[src/rtl/calc_acc.sv]
// rtl/calc_acc.sv - calculator accumulator with debounced execute and clear buttons
//
// Ports:
//   clk     system clock, rising edge
//   rst_n   asynchronous active-low reset
//   btnc    raw execute button
//   btnac   raw clear button
//   alu_op  4-bit operation code from the button encoder
//   sw      16-bit operand B
//   led     accumulator value
//   ovf     signed overflow of the last committed ADD/SUB
//   err     last committed code was undefined
//   busy    FSM not in IDLE
//   done    one-cycle pulse the cycle after a commit

module calc_acc #(
  parameter int DEB_CYCLES = 4
) (
  input  logic        clk,
  input  logic        rst_n,
  input  logic        btnc,
  input  logic        btnac,
  input  logic [3:0]  alu_op,
  input  logic [15:0] sw,
  output logic [15:0] led,
  output logic        ovf,
  output logic        err,
  output logic        busy,
  output logic        done
);

  typedef enum logic [1:0] {
    IDLE = 2'd0,
    DEB  = 2'd1,
    EXC  = 2'd2,
    HLD  = 2'd3
  } state_t;

  localparam logic [7:0] DEB_LAST = 8'(DEB_CYCLES - 1);

  state_t      state;
  state_t      state_nxt;
  logic [7:0]  cnt;
  logic        btnc_q;
  logic        btnc_s;
  logic        btnac_q;
  logic        btnac_s;
  logic [15:0] acc;
  logic [15:0] res;
  logic [15:0] sum;
  logic [15:0] diff;
  logic        ovf_nxt;
  logic        err_nxt;

  // Two-flop synchronizers for the raw buttons.
  always_ff @(posedge clk or negedge rst_n) begin
    if (!rst_n) begin
      btnc_q  <= 1'b0;
      btnc_s  <= 1'b0;
      btnac_q <= 1'b0;
      btnac_s <= 1'b0;
    end else begin
      btnc_q  <= btnc;
      btnc_s  <= btnc_q;
      btnac_q <= btnac;
      btnac_s <= btnac_q;
    end
  end

  // State register; clear forces IDLE from any state.
  always_ff @(posedge clk or negedge rst_n) begin
    if (!rst_n) begin
      state <= IDLE;
    end else if (btnac_s) begin
      state <= IDLE;
    end else begin
      state <= state_nxt;
    end
  end

  // Next-state logic.
  always_comb begin
    state_nxt = state;
    case (state)
      IDLE: if (btnc_s) state_nxt = DEB;
      DEB: begin
        if (!btnc_s) begin
          state_nxt = IDLE;
        end else if (cnt == DEB_LAST) begin
          state_nxt = EXC;
        end
      end
      EXC:     state_nxt = HLD;
      HLD:     if (!btnc_s) state_nxt = IDLE;
      default: state_nxt = IDLE;
    endcase
  end

  // Output logic.
  always_comb begin
    busy = (state != IDLE);
    led  = acc;
  end

  // Debounce counter: held at 0 in IDLE so DEB always starts from 0.
  always_ff @(posedge clk or negedge rst_n) begin
    if (!rst_n) begin
      cnt <= 8'd0;
    end else if (btnac_s || state == IDLE) begin
      cnt <= 8'd0;
    end else if (state == DEB && btnc_s && cnt != DEB_LAST) begin
      cnt <= cnt + 8'd1;
    end
  end

  assign sum  = acc + sw;
  assign diff = acc - sw;

  // Operation decode and result.
  always_comb begin
    res     = acc;
    ovf_nxt = 1'b0;
    err_nxt = 1'b0;
    case (alu_op)
      4'b0000: res = acc & sw;
      4'b0001: res = acc | sw;
      4'b0100: begin
        res     = sum;
        ovf_nxt = (acc[15] == sw[15]) && (sum[15] != acc[15]);
      end
      4'b0101: begin
        res     = diff;
        ovf_nxt = (acc[15] != sw[15]) && (diff[15] != acc[15]);
      end
      4'b0110: res = acc ^ sw;
      4'b1010: res = acc << sw[3:0];
      4'b1011: res = acc >> sw[3:0];
      4'b1100: res = $signed(acc) >>> sw[3:0];
      default: err_nxt = 1'b1;
    endcase
  end

  // Accumulator and flags; clear beats a coincident EXC.
  always_ff @(posedge clk or negedge rst_n) begin
    if (!rst_n) begin
      acc  <= 16'h0000;
      ovf  <= 1'b0;
      err  <= 1'b0;
      done <= 1'b0;
    end else if (btnac_s) begin
      acc  <= 16'h0000;
      ovf  <= 1'b0;
      err  <= 1'b0;
      done <= 1'b0;
    end else begin
      done <= (state == EXC);
      if (state == EXC) begin
        acc <= res;
        ovf <= ovf_nxt;
        err <= err_nxt;
      end
    end
  end

endmodule

[config.mk]
export PLATFORM = sky130hd
export DESIGN_NAME = calc_acc
export DESIGN_NICKNAME = d
export VERILOG_FILES = /design/src/rtl/calc_acc.sv
export SDC_FILE = /design/constraint.sdc
export NUM_CORES = 1
export LEC_CHECK = 0
export ABC_AREA = 1
export ABC_CLOCK_PERIOD_IN_PS = 4800
export BUFFER_PORTS_ARGS = -buffer_cell sky130_fd_sc_hd__buf_2
export CORE_ASPECT_RATIO = 1.25
export CORE_MARGIN = 1
export CORE_UTILIZATION = 60
export CTS_CLUSTER_SIZE = 14
export DETAILED_ROUTE_END_ITERATION = 16
export PLACE_DENSITY = 0.9
export SLEW_MARGIN = 10
export SYNTH_ARGS = -nofsm -noshare
export SYNTH_HDL_FRONTEND = slang
export SYNTH_SLANG_ARGS = --single-unit
[constraint.sdc]
create_clock -name clk -period 4.8 [get_ports clk]
set_clock_uncertainty 0.2 [all_clocks]
set_input_delay 0.72 -clock clk [delete_from_list [all_inputs] [get_ports clk]]
set_output_delay 0.72 -clock clk [all_outputs]
set_load 0.02 [all_outputs]
# Word level (Yosys, flattened, before mapping)
# Cells that the tools add are included.
# classes
add_sub_neg,3
n_eq_ne,19
shift,3
mux,18
bitwise,3
n_reduce_logical,14
# ops
operator,count
16-bit case mux with 8 select lines,1
16-bit 2-to-1 mux,2
16-bit adder,1
16-bit AND,1
8-bit 2-to-1 mux,2
16-bit OR,1
16-bit by 4-bit left shift with 16-bit output,1
16-bit by 4-bit >> shifter with 16-bit output,1
16-bit by 4-bit >>> shifter with 16-bit output,1
16-bit subtractor,1
16-bit bitwise XOR,1
4-bit by 3-bit equality test with 1-bit output (second input constant),3
4-bit equality test (second input constant),3
2-bit 2-to-1 mux,5
9-bit nonzero test,1
8-bit by 1-bit adder with 8-bit output (second input constant),1
8-bit by 2-bit equality test with 1-bit output (second input constant),1
8-bit by 2-bit inequality test with 1-bit output (second input constant),1
2-bit case mux with 4 select lines,1
8-bit OR reduction,1
1-bit 2-to-1 mux,6
3-bit inequality test (second input constant),2
2-bit nonzero test,3
2-bit equality test (second input constant),2
12 further kinds,17
# totals
regBits,33
in_bits,24
word_cells,70

# Depth between registers and ports, before layout
# logic_depth
depth_word,6
depth_mapped,17
ltp_nobuf,16

# Least setup slack after synthesis
# Ideal clock, no wire load.
# synth_path
path_type,input -> register
startpoint,input port sw[2]
endpoint,register acc[6] (netlist: led[6])
arrival_time_ns,2.446
t_required_ns,4.483
slack_ns,2.037
cell_stages,14
cell_sequence,clkinv_1 -> clkbuf_1 -> ha_1 -> inv_2 -> nand2_1 -> a21oi_2 -> nand2_1 -> nand2_1 -> xor2_1 -> nor2_1 -> nor2_1 -> nand2_1 -> nand2_1 -> nand2_1
# synth_between
elab_chain_cells,4
# synth_rtl
element,line_no,text
from (decl),24,"input logic [15:0] sw,"
"16-bit subtractor, or another cell as far along",117,assign diff = acc - sw;
16-bit case mux with 8 select lines (*),124,case (alu_op)
16-bit 2-to-1 mux (*),157,if (state == EXC) begin
16-bit 2-to-1 mux (*),150,end else if (btnac_s) begin
to (signal assigned),158,acc <= res;
to (decl),48,logic [15:0] acc;
# Mark *: on every way between the ends. The rest lies on a longest branch, timed or not. The select of a mux whose other input is x is not followed.
# A chain may end at the register's enable or synchronous reset.

# Final worst setup path
# layout_path
startpoint,input port sw[1]
endpoint,register ovf
# layout_between
elab_chain_cells,6
# layout_rtl
element,line_no,text
16-bit subtractor / 16-bit adder (equally long branches),"117, 116",
1-bit inequality test (on tied branches),"133, 129",
1-bit logical AND (on tied branches),"133, 129",
1-bit case mux with 2 select lines (*),124,
1-bit 2-to-1 mux (*),157,
1-bit 2-to-1 mux (*),150,
to (signal assigned),159,ovf <= ovf_nxt;
to (decl),26,"output logic ovf,"
# Marked as above.

==> results.cfg <==
[global_route]
grt_use_total = 0.3853
grt-ovfl-total = 0
grt_max_degree = 39
grt_pass1_wl_um = 29550
antenna_found_initial = 0
grt_pass1_vias = 6233

[cells_and_area]
final_cells = 1170
area_delta_synth_final_pct = 5.641
antenna_cells = 0
fillCellCount = 934
final_nets = 1124
mostFrequentLayoutCells = 369 x nand2_1, 136 x nand3_1, 122 x inv_1
final_common_cell = nand2_1
drive_above_1_share = 0.08118

[timing]
finalCritPeriodShare = 0.6592
fmax_ghz = 0.3160
finalMaxSlewViolations = 0
slew_headroom = 0.4016
rsz0062_at_grt = no
final-setup-viol-count = 0
hold_viol = 0
min_period_ns = 3.164
setup_total_negative_slack_ns = 0
layout_setup_ws_ns = 1.636
tightest_slew_ns = 0.8975

[logic_synthesis]
syn_area_um2 = 5700
synth_mux_area_frac = 0
yosys.area.top_type = nand2_1
synthXorXnorAreaFrac = 0.004609
synthArstFlopShare = 1.000
syn_area_per_cell_um2 = 5.540
yosys.area_share.adder = 0.1212
yosysTopAreaCellShare = 0.2430
synth-compound-area-share = 0.1073
postSynthCellCount = 1029
synth_fp_nets = 1107
synth-seq-area-share = 0.1449
synthFlopType = dfrtp_1
synth_edf_count = 0
yosysWarningCount = 0
synth_top_family_by_area = simple AND/OR/NAND/NOR gates
netlist_top_cells_area = nand2_1 24%, dfrtp_1 14%, nand3_1 12%, ha_1 11%, inv_1 8.0%
ys_ff_latch = 33
synthDistinctLibCells = 45
yosys.area_share.simple = 0.4993

[placement]
gp_congestion = 1.104
dp.cells = 1162
preCtsSetupSlack_ns = 1.472
hpwlAfterDp_um = 14060
place.port_buffers = 43

[clock_network]
ctsResizeCount = 0
cts_buffer_depth = 2
cts.reportedPaths.clkPinSlew_ns = 0.05
cts_num_sinks = 33
cts_hold_buf = 0
clk_latency_ns = 0.29
cts_buffers = 5
cts_tree = built
htreeDepth = 2
cts_root_buf = clkbuf_16
cts_setup_buffers = 0

[worst_setup_path]
crit_chain = buf_2 -> inv_1 -> ha_1 -> nand3_1 -> nand3_1 -> nand2_1 -> nand2_1 -> nand2_1 -> nand2_1 -> o21ai_0 -> o21ai_0 -> nand2_1 -> nand2_1
r2r-end = led[13]
slowest_delay_ns = 0.49
critPathKind = primary input to flop
crit_slowest_cell = buf_2
worstPathArrival_ns = 3.14
worstPathRequired_ns = 4.78
critPathBufInv = 2
r2r_slack_ns = 2.09
rr_worst_depth = 12
cp_common_cell = nand2_1
worst-path-max-fanout = 38
worstReg2RegStart = led[8]
crit_path_end_kind = flop
worst_path_dominant_cell_family = simple AND/OR/NAND/NOR gates
start_kind = primary input

[drt]
num_vias = 6773
detail-route-antenna-nets = 0
first_iter_violations = 653
wl_per_cell_um = 15.57
vias_per_cell = 5.789
drt-pass1-iter-count = 6
routed_wl_um = 18220
drc = 0

[pwr]
vdd_drop_max_mv = 0.1251
power_frac_comb = 0.324
power.share.clock = 0.352
swShare = 0.3853
netSwitchingPower_uw = 351.1
power.density_nw_per_um2 = 151.3
seq_power_share = 0.324
power_leakage_nw = 3.429
p_int_uw = 560.1

[floorplanning]
die_x_um = 89.18
core_area_um2 = 9174
io_pins = 44
start_util = 0.6214
fp.dieH_um = 111.0
die-area_um2 = 9897
placementRows = 39

[hold_path]
hold_depth = 0
holdPathEnd = btnc_s
hp-class = flop to flop
min_from = btnc_q

[run_status]
status = finished clean

[job]
max_cap_viol_count = 0
-- logic make-up after synthesis --
logic type               count (synthesis)
flip-flops                              33
AND/OR/NAND/NOR                        666
adder cells (fa/ha/maj)                 54
AO/OA/AOI/OAI                          107
XOR/XNOR                                 3
buffers and inverters                  166
-- through the flow --
stage / cell area (um^2) / util / total power [mW] / hold slack, ns
after floorplan: 5700 / - / 0.5071 / 0.1312
after global placement: 5883 / 0.6413 / 0.5821 / 0.1334
after detailed placement: 5883 / 0.6413 / 0.5853 / 0.1418
after CTS: 6022 / 0.6564 / 0.8989 / 0.1540
after global routing: 6022 / 0.6564 / 0.9558 / 0.1721
final: 6022 / 0.6564 / 0.9112 / 0.1557
-- per-layer routing --
layer	vias to the layer above	wire length [um]	share of wire	track usage
li1	3304	-	-	-
met2	381	8427	0.46	0.5969
met1	3004	6971	0.38	0.5012
met3	84	1872	0.10	0.04765
met5	-	0	0	0
met4	0	947	0.052	0.2339
-- synthesized netlist by cell type (3+ instances only) --
| master | n |
|---|---|
| buf_2 | 23 |
| buf_6 | 3 |
| clkbuf_1 | 4 |
| o2111ai_1 | 3 |
| a21oi_1 | 45 |
| nand2_2 | 3 |
| nand2_1 | 369 |
| o22ai_1 | 5 |
| nor2_2 | 4 |
| nand3b_1 | 4 |
| ha_1 | 52 |
| o21bai_1 | 4 |
| nand4_1 | 8 |
| nand3_1 | 136 |
| inv_1 | 122 |
| dfrtp_1 | 33 |
| nand2_4 | 3 |
| nor3_1 | 11 |
| buf_4 | 6 |
| o21ai_0 | 31 |
| nor2_1 | 108 |
| o21ai_1 | 5 |
| a21oi_2 | 6 |
| and2_1 | 9 |
| inv_2 | 6 |
-- how the worst max path moves through the flow --
stage,endpoint,cells past startpoint,slack [ns],start
after detailed placement,led[14],13,1.47,sw[1]
after global routing,ovf,13,1.45,sw[1]
after CTS,led[14],13,1.74,sw[1]
final,ovf,13,1.64,sw[1]
after floorplan,led[6],14,2.04,sw[2]
after global placement,ovf,15,1.51,sw[1]
-- state kept, by name, summed over array words and instances, names as in the netlist --
register  cells
led          16
cnt           8
state         2
btnac_q       1
btnac_s       1
btnc_q        1
btnc_s        1
done          1
err           1
ovf           1
-- power groups by stage --
stage / Clock [mW] / Combinational (mW) / Sequential (mW)
after CTS: 0.317 / 0.288 / 0.294
after floorplan: 0 / 0.207 / 0.300
after global routing: 0.333 / 0.327 / 0.296
after detailed placement: 0 / 0.286 / 0.299
final: 0.321 / 0.296 / 0.295
after global placement: 0 / 0.283 / 0.299
-- area by class of cell --
| cell class | count | area, um^2 | area share |
|---|---|---|---|
| multi-input cells | 830 | 4175 | 0.6933 |
| clock inverters | 2 | 10.01 | 0.001662 |
| inverters | 130 | 490.5 | 0.08145 |
| flip-flops and latches | 33 | 825.8 | 0.1371 |
| repair buffers | 46 | 237.7 | 0.03948 |
| clock buffers | 6 | 128.9 | 0.02140 |
| well taps | 123 | 153.9 | 0.02556 |
(Power assumes the default switching activity.)
